$ cat src/rtl/led_scheduler_if.sv
// Configuration bus for led_scheduler: a valid/ready write channel carrying
// a channel index, a mode and an event interval, plus an error strobe back.
interface led_scheduler_if;
  logic       cfg_valid;
  logic       cfg_ready;
  logic [1:0] cfg_chan;
  logic [1:0] cfg_mode;
  logic [3:0] cfg_interval;
  logic       cfg_err;

  // Host side: issues writes, observes ready and error.
  modport master (
    output cfg_valid,
    output cfg_chan,
    output cfg_mode,
    output cfg_interval,
    input  cfg_ready,
    input  cfg_err
  );

  // Scheduler side: accepts writes, reports ready and error.
  modport slave (
    input  cfg_valid,
    input  cfg_chan,
    input  cfg_mode,
    input  cfg_interval,
    output cfg_ready,
    output cfg_err
  );
endinterface

$ cat src/rtl/led_scheduler.sv
// LED scheduler: a free-running prescaler produces a tick strobe; each of the
// three channels runs OFF / ON / BLINK / TOGGLE off that tick with its own
// interval. Channel configuration arrives over a valid/ready bus and is
// applied by a two-state FSM (IDLE accepts, APPLY writes the channel).
module led_scheduler #(
  parameter int PRESCALE = 10,
  parameter int NCH      = 3
) (
  input  logic           clk,
  input  logic           rstbtn_n,
  led_scheduler_if.slave cfg,
  output logic [NCH-1:0] led,
  output logic           tick
);

  localparam int            PW           = (PRESCALE > 1) ? $clog2(PRESCALE) : 1;
  localparam logic [PW-1:0] PRE_LAST     = PW'(PRESCALE - 1);
  localparam logic [1:0]    CHAN_ILLEGAL = 2'd3;

  typedef enum logic [0:0] {
    ST_IDLE  = 1'b0,
    ST_APPLY = 1'b1
  } state_t;

  typedef enum logic [1:0] {
    MODE_OFF    = 2'd0,
    MODE_ON     = 2'd1,
    MODE_BLINK  = 2'd2,
    MODE_TOGGLE = 2'd3
  } mode_t;

  // ---------------------------------------------------------------------
  // Prescaler
  // ---------------------------------------------------------------------
  logic [PW-1:0] pre_cnt;
  logic [PW-1:0] pre_next;

  // Next prescaler phase: count up to the last phase, then wrap to zero.
  always_comb begin
    if (pre_cnt == PRE_LAST) begin
      pre_next = {PW{1'b0}};
    end else begin
      pre_next = pre_cnt + PW'(1);
    end
  end

  // Prescaler phase and registered tick; config traffic never touches these.
  always_ff @(posedge clk or negedge rstbtn_n) begin
    if (!rstbtn_n) begin
      pre_cnt <= {PW{1'b0}};
      tick    <= 1'b0;
    end else begin
      pre_cnt <= pre_next;
      tick    <= (pre_next == PRE_LAST);
    end
  end

  // ---------------------------------------------------------------------
  // Configuration FSM
  // ---------------------------------------------------------------------
  state_t     state;
  state_t     state_next;
  logic       accept;
  logic [1:0] cap_chan;
  mode_t      cap_mode;
  logic [3:0] cap_interval;

  // Ready is a pure decode of the state so the host sees it in the same cycle.
  assign cfg.cfg_ready = (state == ST_IDLE);
  assign accept        = cfg.cfg_valid && (state == ST_IDLE);

  // FSM state register.
  always_ff @(posedge clk or negedge rstbtn_n) begin
    if (!rstbtn_n) begin
      state <= ST_IDLE;
    end else begin
      state <= state_next;
    end
  end

  // FSM next state: an accepted write spends exactly one cycle in APPLY.
  always_comb begin
    state_next = state;
    case (state)
      ST_IDLE: begin
        if (accept) begin
          state_next = ST_APPLY;
        end else begin
          state_next = ST_IDLE;
        end
      end
      ST_APPLY: state_next = ST_IDLE;
      default:  state_next = ST_IDLE;
    endcase
  end

  // Capture the write on acceptance; the error strobe is high for the APPLY cycle.
  always_ff @(posedge clk or negedge rstbtn_n) begin
    if (!rstbtn_n) begin
      cap_chan     <= 2'd0;
      cap_mode     <= MODE_OFF;
      cap_interval <= 4'd0;
      cfg.cfg_err  <= 1'b0;
    end else begin
      if (accept) begin
        cap_chan     <= cfg.cfg_chan;
        cap_mode     <= mode_t'(cfg.cfg_mode);
        cap_interval <= cfg.cfg_interval;
      end
      cfg.cfg_err <= accept && (cfg.cfg_chan == CHAN_ILLEGAL);
    end
  end

  // ---------------------------------------------------------------------
  // Channels
  // ---------------------------------------------------------------------
  mode_t          mode        [NCH];
  logic [3:0]     interval    [NCH];
  logic [3:0]     cnt         [NCH];
  mode_t          mode_nx     [NCH];
  logic [3:0]     interval_nx [NCH];
  logic [3:0]     cnt_nx      [NCH];
  logic [NCH-1:0] led_nx;
  logic [NCH-1:0] apply_hit;
  logic [NCH-1:0] fire;

  // Which channel the APPLY cycle targets; an illegal index targets none.
  always_comb begin
    apply_hit = {NCH{1'b0}};
    for (int i = 0; i < NCH; i++) begin
      apply_hit[i] = (state == ST_APPLY) && (cap_chan == 2'(i));
    end
  end

  // Per-channel next state: APPLY wins over a coincident tick for its target.
  always_comb begin
    fire   = {NCH{1'b0}};
    led_nx = led;
    for (int i = 0; i < NCH; i++) begin
      mode_nx[i]     = mode[i];
      interval_nx[i] = interval[i];
      cnt_nx[i]      = cnt[i];
      if (apply_hit[i]) begin
        mode_nx[i]     = cap_mode;
        interval_nx[i] = cap_interval;
        cnt_nx[i]      = 4'd0;
        led_nx[i]      = 1'b0;
      end else begin
        case (mode[i])
          MODE_OFF: begin
            cnt_nx[i] = 4'd0;
            led_nx[i] = 1'b0;
          end
          MODE_ON: begin
            cnt_nx[i] = 4'd0;
            led_nx[i] = 1'b1;
          end
          MODE_BLINK, MODE_TOGGLE: begin
            if (interval[i] == 4'd0) begin
              cnt_nx[i] = 4'd0;
              led_nx[i] = 1'b0;
            end else if (tick) begin
              // Wrap on >= so a counter can never run past its interval.
              if (cnt[i] >= (interval[i] - 4'd1)) begin
                cnt_nx[i] = 4'd0;
                fire[i]   = 1'b1;
              end else begin
                cnt_nx[i] = cnt[i] + 4'd1;
                fire[i]   = 1'b0;
              end
              if (mode[i] == MODE_BLINK) begin
                led_nx[i] = fire[i];
              end else begin
                led_nx[i] = led[i] ^ fire[i];
              end
            end else begin
              cnt_nx[i] = cnt[i];
              led_nx[i] = led[i];
            end
          end
          default: begin
            cnt_nx[i] = 4'd0;
            led_nx[i] = 1'b0;
          end
        endcase
      end
    end
  end

  // Channel registers and the registered LED outputs.
  always_ff @(posedge clk or negedge rstbtn_n) begin
    if (!rstbtn_n) begin
      for (int i = 0; i < NCH; i++) begin
        mode[i]     <= MODE_OFF;
        interval[i] <= 4'd0;
        cnt[i]      <= 4'd0;
      end
      led <= {NCH{1'b0}};
    end else begin
      for (int i = 0; i < NCH; i++) begin
        mode[i]     <= mode_nx[i];
        interval[i] <= interval_nx[i];
        cnt[i]      <= cnt_nx[i];
      end
      led <= led_nx;
    end
  end

endmodule
$ cat src/flat_wrapper.sv
// flat-port wrapper written by rule: the top's interface ports become plain ports
module led_scheduler_flat 
#(
  parameter int PRESCALE = 10,
  parameter int NCH      = 3
)
  (clk, rstbtn_n, led, tick, cfg_cfg_valid, cfg_cfg_chan, cfg_cfg_mode, cfg_cfg_interval, cfg_cfg_ready, cfg_cfg_err);
  led_scheduler_if cfg_i ();
  input  logic clk;
  input  logic rstbtn_n;
  output logic [NCH-1:0] led;
  output logic tick;
  input wire logic [$bits(cfg_i.cfg_valid)-1:0] cfg_cfg_valid;
  input wire logic [$bits(cfg_i.cfg_chan)-1:0] cfg_cfg_chan;
  input wire logic [$bits(cfg_i.cfg_mode)-1:0] cfg_cfg_mode;
  input wire logic [$bits(cfg_i.cfg_interval)-1:0] cfg_cfg_interval;
  output wire logic [$bits(cfg_i.cfg_ready)-1:0] cfg_cfg_ready;
  output wire logic [$bits(cfg_i.cfg_err)-1:0] cfg_cfg_err;
  assign cfg_i.cfg_valid = cfg_cfg_valid;
  assign cfg_i.cfg_chan = cfg_cfg_chan;
  assign cfg_i.cfg_mode = cfg_cfg_mode;
  assign cfg_i.cfg_interval = cfg_cfg_interval;
  assign cfg_cfg_ready = cfg_i.cfg_ready;
  assign cfg_cfg_err = cfg_i.cfg_err;
  led_scheduler #(.PRESCALE(PRESCALE), .NCH(NCH)) u_core (.clk(clk), .rstbtn_n(rstbtn_n), .cfg(cfg_i), .led(led), .tick(tick));
endmodule
$ cat config.mk
export PLATFORM = sky130hd
export DESIGN_NAME = led_scheduler_flat
export DESIGN_NICKNAME = d
export VERILOG_FILES = /design/src/rtl/led_scheduler_if.sv /design/src/rtl/led_scheduler.sv /design/src/flat_wrapper.sv
export SDC_FILE = /design/constraint.sdc
export NUM_CORES = 1
export LEC_CHECK = 0
export CAP_MARGIN = 5
export CORE_MARGIN = 3
export CORE_UTILIZATION = 55
export DETAILED_ROUTE_END_ITERATION = 12
export MAX_ROUTING_LAYER = met4
export PLACE_DENSITY_LB_ADDON = 0.12
export SLEW_MARGIN = 20
export SYNTH_ARGS = -nofsm -noshare
export SYNTH_HDL_FRONTEND = slang
export SYNTH_SLANG_ARGS = --single-unit
export TNS_END_PERCENT = 20
$ cat constraint.sdc
create_clock -name clk -period 2.5 [get_ports clk]
set_input_delay 0.5 -clock clk [delete_from_list [all_inputs] [get_ports clk]]
set_output_delay 0.5 -clock clk [all_outputs]
set_load 0.05 [all_outputs]
==> results of run 1 <==
registers in the layout (all words and copies together), names as in the netlist:
signal               count
u_core.interval         12
u_core.cap_interval      4
u_core.led               3
u_core.cnt              12
u_core.cap_mode          2
u_core.mode              6
u_core.state             1
u_core.cfg.cfg_err       1
u_core.pre_cnt           4
u_core.tick              1
u_core.cap_chan          2
worst max-delay path: cells and delay by family (launching register included):
family	cells	cell delay, ps
buffers and inverters	2	950
DFF	1	430
where the power goes:
| part | internal, W | switching (W) | total [W] |
|---|---|---|---|
| clock network | 0.000296 | 0.000254 | 0.000550 |
| registers | 0.000953 | 0.000180 | 0.00113 |
| logic | 0.000523 | 0.000661 | 0.00118 |
| total | 0.00177 | 0.00109 | 0.00287 |
logic make-up after synthesis:
kind of cell,count (synthesis),synth area share [%]
mux,18,7.678
fa+ha+maj,18,8.531
compound gates,62,16.92
simple gates,74,14.93
xor+xnor,7,2.322
buf+inv,26,4.123
flops,48,45.50
final timing paths:
check | start | to | slack (ps) | cells past startpoint
max in group asynchronous | rstbtn_n | u_core.mode[3] | 1770 | 2
max reg2reg | u_core.interval[4] | u_core.led[1] | 410 | 8
max | u_core.state | cfg_cfg_ready | 330 | 2
min reg2reg | u_core.pre_cnt[1] | u_core.tick | 520 | 1
min | rstbtn_n | u_core.led[2] | 200 | 1
min in group clk | u_core.pre_cnt[1] | u_core.tick | 520 | 1
layer usage:
| layer | GRT usage [%] | vias to the layer above |
|---|---|---|
| met5 | - | - |
| met4 | 3.495 | 0 |
| met3 | 3.338 | 4 |
| met2 | 30.39 | 30 |
| met1 | 31.53 | 944 |
| li1 | - | 962 |
layout by cell type (no fill, tap or decap), drive strengths merged, types with 12 or more instances in the layout:
cell,Yosys,routed
dfrtp,48,48
nand2,29,29
inv,21,21
mux2,18,18
ha,18,18
o21ai,15,15
clkdlybuf4s50,0,15
nor2,13,13
o2111ai,12,12
a21oi,12,12
cell type report:
class	count	area [µm²]
clock buffer	5	68.82
clock inverter	3	42.54
fill	357	1520
inverter	21	78.83
multi-input combinational	179	1330
sequential	48	1201
tap	52	65.06
timing repair buffer	20	197.7
synthesized netlist by cell type, types with 2 or more instances:
| cell | instances |
|---|---|
| a211oi_1 | 4 |
| a21o_1 | 4 |
| a21oi_1 | 12 |
| a31oi_1 | 3 |
| a31oi_2 | 3 |
| and4_1 | 3 |
| buf_2 | 3 |
| dfrtp_1 | 48 |
| ha_1 | 18 |
| inv_1 | 21 |
| mux2_2 | 18 |
| nand2_1 | 29 |
| nand2b_1 | 5 |
| nand3_1 | 6 |
| nand3b_1 | 3 |
| nor2_1 | 12 |
| nor2b_1 | 3 |
| nor3_1 | 4 |
| nor4b_1 | 2 |
| o2111a_1 | 2 |
| o2111ai_1 | 12 |
| o21ai_0 | 15 |
| o221a_2 | 2 |
| xnor2_1 | 7 |
through the flow:
stage / setup slack, ps / total power, W / instance area (µm²)
floorplan: 492.5 / 0.002010 / 2640
global placement: 480.1 / 0.002286 / 2873
detailed placement: 426.4 / 0.002326 / 2873
CTS: 316.8 / 0.002882 / 2984
global route: 236.5 / 0.003108 / 2984
finish: 328.4 / 0.002866 / 2984
==> results.tsv, run 1 <==
stage	metric	value	unit
outcome	status	complete, no violations	
die	die_w	75.28	µm
cells_and_area	drive_above_1_share	14.86	%
die	rows	24	
placed_design	io_buffer_count	16	
route	met2WireLength	2.258	mm
clocking	cts_tree	yes	
power	powerDensity	960.5	nW/µm²
critical_path	worst-endpoint-required	2000	ps
die	start_util	58.61	%
sta	rsz0062_at_grt	no	
cells_and_area	final_core_util	66.25	%
die	die_y	75.28	µm
critical_path	cp_cell_sequence	inv_1 -> clkdlybuf4s50_1	
route	drtIter0Drc	138	
die	pin_count	17	
yosys	syn_area_per_cell	10.43	µm²
global_routing	antenna_found_initial	0	
placed_design	globalplace.congestion	0.8148	
critical_path	endpoint_kind	primary output	
yosys	yosysTopAreaCellShare	45.50	%
yosys	ys_seq_elements	48	
clocking	clock_path_buffers	2	
yosys	yosysWarnings	0	
critical_path	crit_fanout	5	
clocking	cts-buffers-inserted	5	
die	coreArea	4504	µm²
route	wl_per_cell	15.43	µm
critical_path	crit_path_start_kind	flip-flop	
route	dr.pass1.iters	4	
clocking	clk_pin_slew	90	ps
cells_and_area	layout.nets	304	
sta	fmax	460.5	MHz
yosys	async_reset_ff_share	100.0	%
global_routing	grt_max_degree	26	
clocking	clkLatencyLatePin	290	ps
cells_and_area	area_growth	13.03	%
yosys	syn_inst	253	
clocking	cts_resized	0	
clocking	cts_setup_buffers	0	
flow_run	drv_cap	0	
clocking	holdBufCountCts	0	
sta	hold_violations	0	
route	vias	1940	
route	viasPerCell	5.915	
sta	hold_ws	202.1	ps
critical_path	path_class	reg -> out	
critical_path	cp_data_arrival_time	1670	ps
global_routing	grt_pass1_wl	8.866	mm
sta	setup_viol	0	
sta	final.setup_skew	10.08	ps
route	wl_met1	2.624	mm
clocking	cts_sinks	48	
yosys	synth_flop_cell	dfrtp_1	
yosys	netlist_area	2640	µm²
clocking	htree_levels	2	
yosys	yosysSeqAreaShare	45.50	%
sta	fin_tns_setup	0	ps
placed_design	place.detailed.hpwl	3.743	mm
critical_path	slowest_stage	clkdlybuf4s50_1	
yosys	synth_edf_count	0	
sta	slew_headroom	61.16	%
route	ant_nets	0	
route	wl_met3	137	µm
sta	period_share	86.87	%
route	wirelength	5.062	mm
route	top_layer	met4	
sta	tightest_slew	582.6	ps
cells_and_area	antenna_cells	0	
route	drt_drc_violations_left	0	
yosys	synth_cell_type_count	38	
power	p_leak	1.339	nW
power	ir_drop	442.0	µV
min_path	hp-class	in -> async	
yosys	yosysTopAreaCell	dfrtp_1	
cells_and_area	stdcell_count	328	
global_routing	gr-total-overflow	0	
sta	finalCriticalPeriod	2172	ps
yosys	synthTopCellsByArea	dfrtp_1, ha_1, mux2_2	
sta	maxSlewViolCount	0	
critical_path	slowest_delay	820	ps
global_routing	gr-usage-all-layers	20.96	%
yosys	synth_nets	282	
clocking	root_buffer	clkbuf_8	
die	dieArea	5667	µm²
placed_design	placedCellCount	320	
global_routing	grt_pass1_vias	1899	
Note: power is estimated with default switching activity, not from simulation.
==> inputs of run 2 (changes only) <==
--- a/config.mk
+++ b/config.mk
@@ -6,6 +6,7 @@
 export NUM_CORES = 1
 export LEC_CHECK = 0
 export CAP_MARGIN = 5
+export CORE_ASPECT_RATIO = 1.25
 export CORE_MARGIN = 3
 export CORE_UTILIZATION = 55
 export DETAILED_ROUTE_END_ITERATION = 12
==> run 2 against run 1 <==
  * Flip-flop and latch count stayed put
  * Largest cell class unchanged
  * Clock power is 13% lower
  * Critical path type unchanged
  * Sequential share of layout area is 0.34 points higher
  * Clock skew is 3.5 ps lower
==> results.tsv, run 2 (synthesis gave the netlist of run 1 again) <==
stage	metric	value	unit	change
outcome	status	complete, no violations		
critical_path	cp_cell_sequence	inv_1 -> clkdlybuf4s50_1		
power	power.switching	0.001088	W	-0.56%
placed_design	globalplace.congestion	0.7978		-2.1%
cells_and_area	final_common_cell	dfrtp_1		
sta	period_share	87.18	%	+0.32 points
sta	hold_ws	282.8	ps	+80.63 ps
route	ant_nets	0		unchanged
sta	final.setup_skew	6.557	ps	-3.519 ps
cells_and_area	stdcell_area	2959	µm²	-0.84%
sta	fin_tns_setup	0	ps	unchanged
global_routing	grt_pass1_wl	8.583	mm	-3.2%
flow_run	drv_cap	0		unchanged
cells_and_area	layout_common_cells	dfrtp_1, nand2_1, inv_1		
clocking	cts-buffers-inserted	5		unchanged
clocking	cts_resized	0		unchanged
die	dieArea	5673	µm²	+0.10%
power	power_frac_seq	40.8	%	+1.3 points
power	powerDensity	934.6	nW/µm²	-2.7%
global_routing	grt_max_degree	49		+88%
route	vias	1920		-1.0%
critical_path	path_class	reg -> out		
clocking	cts_setup_buffers	0		unchanged
global_routing	gr-total-overflow	0		unchanged
min_path	hp-class	in -> async		
route	wl_per_cell	14.44	µm	-6.5%
critical_path	crit_fanout	5		unchanged
critical_path	crit_path_start_kind	flip-flop		
die	start_util	58.32	%	-0.29 points
sta	hold_violations	0		unchanged
critical_path	worst-endpoint-required	2000	ps	about the same
global_routing	antenna_found_initial	0		unchanged
route	drt_drc_violations_left	0		unchanged
cells_and_area	antenna_cells	0		unchanged
power	pwr-share-clk	17.2	%	-2.0 points
sta	finalCriticalPeriod	2180	ps	+7.877 ps
global_routing	gr-usage-all-layers	19.78	%	-1.2 points
sta	maxSlewViolCount	0		unchanged
route	viasPerCell	5.749		-2.8%
cells_and_area	area_growth	12.09	%	
power	pwr-share-comb	42.0	%	+0.7 points
clocking	cts_sinks	48		unchanged
clocking	clkLatencyLatePin	300	ps	about the same
power	internal_power	0.001677	W	-5.3%
critical_path	worst_r2r_startpoint	u_core.interval[4]		
sta	setup_viol	0		unchanged
power	ir_drop	656.0	µV	+48%
cells_and_area	drive_above_1_share	15.22	%	+0.36 points
critical_path	critPathLaunch	u_core.state		
power	swShare	39.36	%	+1.2 points
power	p_leak	1.325	nW	-1.0%
sta	fmax	458.8	MHz	-0.36%
sta	rsz0062_at_grt	no		
clocking	holdBufCountCts	0		unchanged
die	die_w	67.97	µm	-9.7%
placed_design	place.detailed.hpwl	3.503	mm	-6.4%
clocking	clock_path_buffers	2		unchanged
clocking	htree_levels	2		unchanged
die	coreArea	4527	µm²	+0.50%
sta	tightest_slew	593.6	ps	+11.00 ps
placed_design	dpl_cell_area	2865	µm²	-0.26%
critical_path	slowest_delay	820	ps	about the same
clocking	clk_pin_slew	90	ps	about the same
cells_and_area	reg_top3	u_core.cnt (12), u_core.interval (12), u_core.mode (6)		
route	dr.pass1.iters	4		unchanged
sta	slew_headroom	60.43	%	-0.73 points
die	rows	27		+13%
global_routing	grt_pass1_vias	1876		-1.2%
placed_design	io_buffer_count	16		unchanged
route	wirelength	4.822	mm	-4.7%
die	pin_count	17		unchanged
clocking	cts_tree	yes		
route	drtIter0Drc	136		-1.4%
critical_path	cp_data_arrival_time	1680	ps	about the same
clocking	root_buffer	clkbuf_8		
critical_path	endpoint_kind	primary output		
cells_and_area	layout.nets	304		unchanged
critical_path	slowest_stage	clkdlybuf4s50_1		
die	die_y	83.46	µm	+11%
-- run 2: worst max-delay path, delay by kind of cell (launching register included) --
kind | cells | cell delay [ps]
buf+inv | 2 | 950
flops | 1 | 430
-- run 2: per-layer routing --
metal	wire length, µm	vias to the layer above	share of wire (%)	global-route usage (%)
met1	2377	915	49	27.17
met4	85	0	1.8	5.787
met2	2210	35	46	29.47
li1	-	962	-	-
met3	149	8	3.1	4.043
met5	0	-	0	-
-- run 2: final cells by class --
class / count / area, µm²
fill: 388 / 1568
sequential: 48 / 1201
multi-input combinational: 179 / 1330
tap: 58 / 72.57
inverter: 21 / 78.83
clock inverter: 3 / 25.02
clock buffer: 5 / 68.82
timing repair buffer: 20 / 182.7
-- run 2: power by group through the flow --
stage               Combinational, W  Clock (W)  Sequential [W]
floorplan                   0.000838          0         0.00117
global placement             0.00113          0         0.00114
detailed placement           0.00116          0         0.00114
CTS                          0.00117   0.000491         0.00113
global route                 0.00132   0.000534         0.00116
finish                       0.00116   0.000477         0.00113
-- run 2: worst paths after layout --
| path | to | slack [ps] | depth (start not counted) |
|---|---|---|---|
| worst max-delay path | cfg_cfg_ready | 320 | 2 |
| min in group clk | u_core.tick | 500 | 1 |
| worst min register to register | u_core.tick | 500 | 1 |
| max in group asynchronous | u_core.cnt[8] | 1820 | 2 |
| worst min-delay path | u_core.cnt[2] | 280 | 2 |
| worst max register to register | u_core.cnt[6] | 460 | 8 |
-- run 2: metrics by stage --
step | instances | total power [W] | utilization [%] | setup slack [ps]
after global placement | 326 | 0.002267 | 63.29 | 506.7
after floorplan | 253 | 0.002010 | - | 492.5
final | 334 | 0.002766 | 65.37 | 320.5
after detailed placement | 326 | 0.002307 | 63.29 | 446.3
after global routing | 334 | 0.003018 | 65.37 | 224.6
after CTS | 334 | 0.002790 | 65.37 | 310.0
==> inputs of run 3 (changes only) <==
--- a/config.mk
+++ b/config.mk
@@ -11,7 +11,7 @@
 export CORE_UTILIZATION = 55
 export DETAILED_ROUTE_END_ITERATION = 12
 export MAX_ROUTING_LAYER = met4
-export PLACE_DENSITY_LB_ADDON = 0.12
+export PLACE_DENSITY = 0.74
 export SLEW_MARGIN = 20
 export SYNTH_ARGS = -nofsm -noshare
 export SYNTH_HDL_FRONTEND = slang
==> run 3 against run 2 <==
  * Core utilization grew 0.91 points
  * Largest power group unchanged
  * Sequential share of layout area fell by 0.56 points
  * First-iteration DRC count grew 8.8%
  * Sequential power hardly changed
==> results.tsv, run 3 (synthesis gave the netlist of run 1 again) <==
stage	metric	value	unit	change
global_routing	grt_pass1_vias	2018		+7.6%
placed_design	globalplace.congestion	0.8261		+3.5%
route	wirelength	4.967	mm	+3.0%
cells_and_area	stdcell_count	335		+0.30%
cells_and_area	reg_top3	u_core.cnt (12), u_core.interval (12), u_core.mode (6)		
die	pin_count	17		unchanged
route	viasPerCell	5.815		+1.2%
die	rows	27		unchanged
die	start_util	58.32	%	unchanged
clocking	htree_levels	2		unchanged
cells_and_area	area_growth	13.65	%	
clocking	cts-buffers-inserted	5		unchanged
critical_path	slowest_delay	820	ps	about the same
placed_design	io_buffer_count	16		unchanged
cells_and_area	multi_input_area	1330	µm²	unchanged
critical_path	crit_path_start_kind	flip-flop		
global_routing	grt_pass1_wl	9.032	mm	+5.2%
cells_and_area	layout.nets	305		+0.33%
power	internal_power	0.001782	W	+6.2%
route	vias	1948		+1.5%
cells_and_area	drive_above_1_share	15.52	%	+0.31 points
clocking	clock_path_buffers	2		unchanged
route	wl_per_cell	14.83	µm	+2.7%
critical_path	worst-endpoint-required	2000	ps	about the same
global_routing	gr-usage-all-layers	21.16	%	+1.4 points
critical_path	endpoint_kind	primary output		
critical_path	slowest_stage	clkdlybuf4s50_1		
sta	fmax	456.4	MHz	-0.52%
clocking	cts_resized	0		unchanged
critical_path	crit_fanout	5		unchanged
critical_path	cp_cell_sequence	inv_1 -> clkdlybuf4s50_1		
clocking	root_buffer	clkbuf_8		
global_routing	grt_max_degree	27		-45%
placed_design	placedCellCount	327		+0.31%
cells_and_area	layout_common_cells	dfrtp_1, nand2_1, inv_1		
cells_and_area	antenna_cells	0		unchanged
sta	slew_headroom	64.10	%	+3.7 points
route	dr.pass1.iters	4		unchanged
cells_and_area	layout.area.seq	1201	µm²	unchanged
clocking	cts_tree	yes		
route	drt_drc_violations_left	0		unchanged
min_path	hp-class	in -> async		
cells_and_area	final_common_cell	dfrtp_1		
sta	finalCriticalPeriod	2191	ps	+11.41 ps
critical_path	cp_num_buf_inv	2		unchanged
sta	maxSlewViolCount	0		unchanged
power	power_frac_seq	39.2	%	-1.6 points
cells_and_area	fillerInstances	374		-3.6%
die	die_w	67.97	µm	unchanged
critical_path	critPathLaunch	u_core.state		
power	ir_drop	652.0	µV	-0.60%
sta	period_share	87.64	%	+0.46 points
placed_design	place.detailed.hpwl	3.590	mm	+2.5%
sta	fin_tns_setup	0	ps	unchanged
flow_run	drv_cap	0		unchanged
sta	setup_viol	0		unchanged
power	swShare	38.13	%	-1.2 points
power	pwr-share-comb	41.1	%	-0.9 points
global_routing	gr-total-overflow	0		unchanged
clocking	holdBufCountCts	0		unchanged
sta	rsz0062_at_grt	no		
sta	final.setup_skew	5.274	ps	-1.284 ps
sta	hold_violations	0		unchanged
route	ant_nets	0		unchanged
critical_path	worst_r2r_startpoint	u_core.interval[0]		
clocking	cts_setup_buffers	0		unchanged
route	drtIter0Drc	148		+8.8%
sta	tightest_slew	538.5	ps	-55.04 ps
critical_path	path_delay_family	buffers and inverters		
die	die_y	83.46	µm	unchanged
die	coreArea	4527	µm²	unchanged
clocking	cts_sinks	48		unchanged
clocking	clkLatencyLatePin	300	ps	about the same
outcome	status	complete, no violations		
critical_path	path_class	reg -> out		
global_routing	antenna_found_initial	0		unchanged
power	p_leak	1.345	nW	+1.5%
power	powerDensity	959.8	nW/µm²	+2.7%
power	power.switching	0.001098	W	+0.88%
clocking	clk_pin_slew	90	ps	about the same
critical_path	cp_data_arrival_time	1690	ps	about the same
die	dieArea	5673	µm²	unchanged
power	pwr-share-clk	19.7	%	+2.5 points
==> run 3: cell count changes in the layout (fill, tap and decap cells not counted) <==
cell and delta:
buf_12 +1, bufinv_16 +1, inv_6 -1
==> run 3: layout make-up <==
type,instances,share of cell area [%]
multi-input cells,179,44.33
repair buffers,21,6.756
flip-flops and latches,48,40.03
clock buffers,5,2.294
well taps,58,2.419
clock inverters,3,1.543
inverters,21,2.627
==> run 3: per-stage QoR <==
| stage | hold WS, ps | total power [W] | setup WS [ps] | utilization (%) | area, µm² |
|---|---|---|---|---|---|
| after floorplan | 204.4 | 0.002010 | 492.5 | - | 2640 |
| after global placement | 483.7 | 0.002278 | 507.4 | 63.74 | 2885 |
| after detailed placement | 483.1 | 0.002313 | 468.8 | 63.74 | 2885 |
| after CTS | 181.7 | 0.002905 | 294.0 | 66.28 | 3000 |
| after global routing | 200.1 | 0.003110 | 215.3 | 66.28 | 3000 |
| final | 171.2 | 0.002880 | 309.1 | 66.28 | 3000 |
==> run 3: layer usage <==
| layer | track usage (%) | part of all wire [%] | up-vias |
|---|---|---|---|
| met1 | 27.64 | 46 | 937 |
| met5 | - | 0 | - |
| met3 | 4.178 | 2.9 | 7 |
| met2 | 32.37 | 49 | 35 |
| met4 | 7.595 | 1.9 | 0 |
| li1 | - | - | 969 |
==> run 3: power by group through the flow <==
stage / registers (W) / logic [W] / clock network [W]
final: 0.00113 / 0.00118 / 0.000568
after detailed placement: 0.00114 / 0.00117 / 0
after global routing: 0.00116 / 0.00133 / 0.000617
after CTS: 0.00113 / 0.00119 / 0.000587
after global placement: 0.00114 / 0.00114 / 0
after floorplan: 0.00117 / 0.000838 / 0
==> run 3: final timing paths <==
path	end	slack, ps	depth (start not counted)
worst max register to register	u_core.led[2]	390	9
worst min-delay path	u_core.cnt[6]	170	1
worst max-delay path	cfg_cfg_ready	310	2
worst min register to register	u_core.tick	500	1
min in group clk	u_core.tick	500	1
max in group asynchronous	u_core.interval[9]	1800	2
==> run 3: worst reg2reg max path, stage by stage (launching register included) <==
cell and delay (ps):
dfrtp_1 350, inv_1 80, ha_1 240, xnor2_1 140
ha_1 330, a21o_1 160, a31oi_2 50, buf_4 170
o2111a_1 220, a221o_1 250
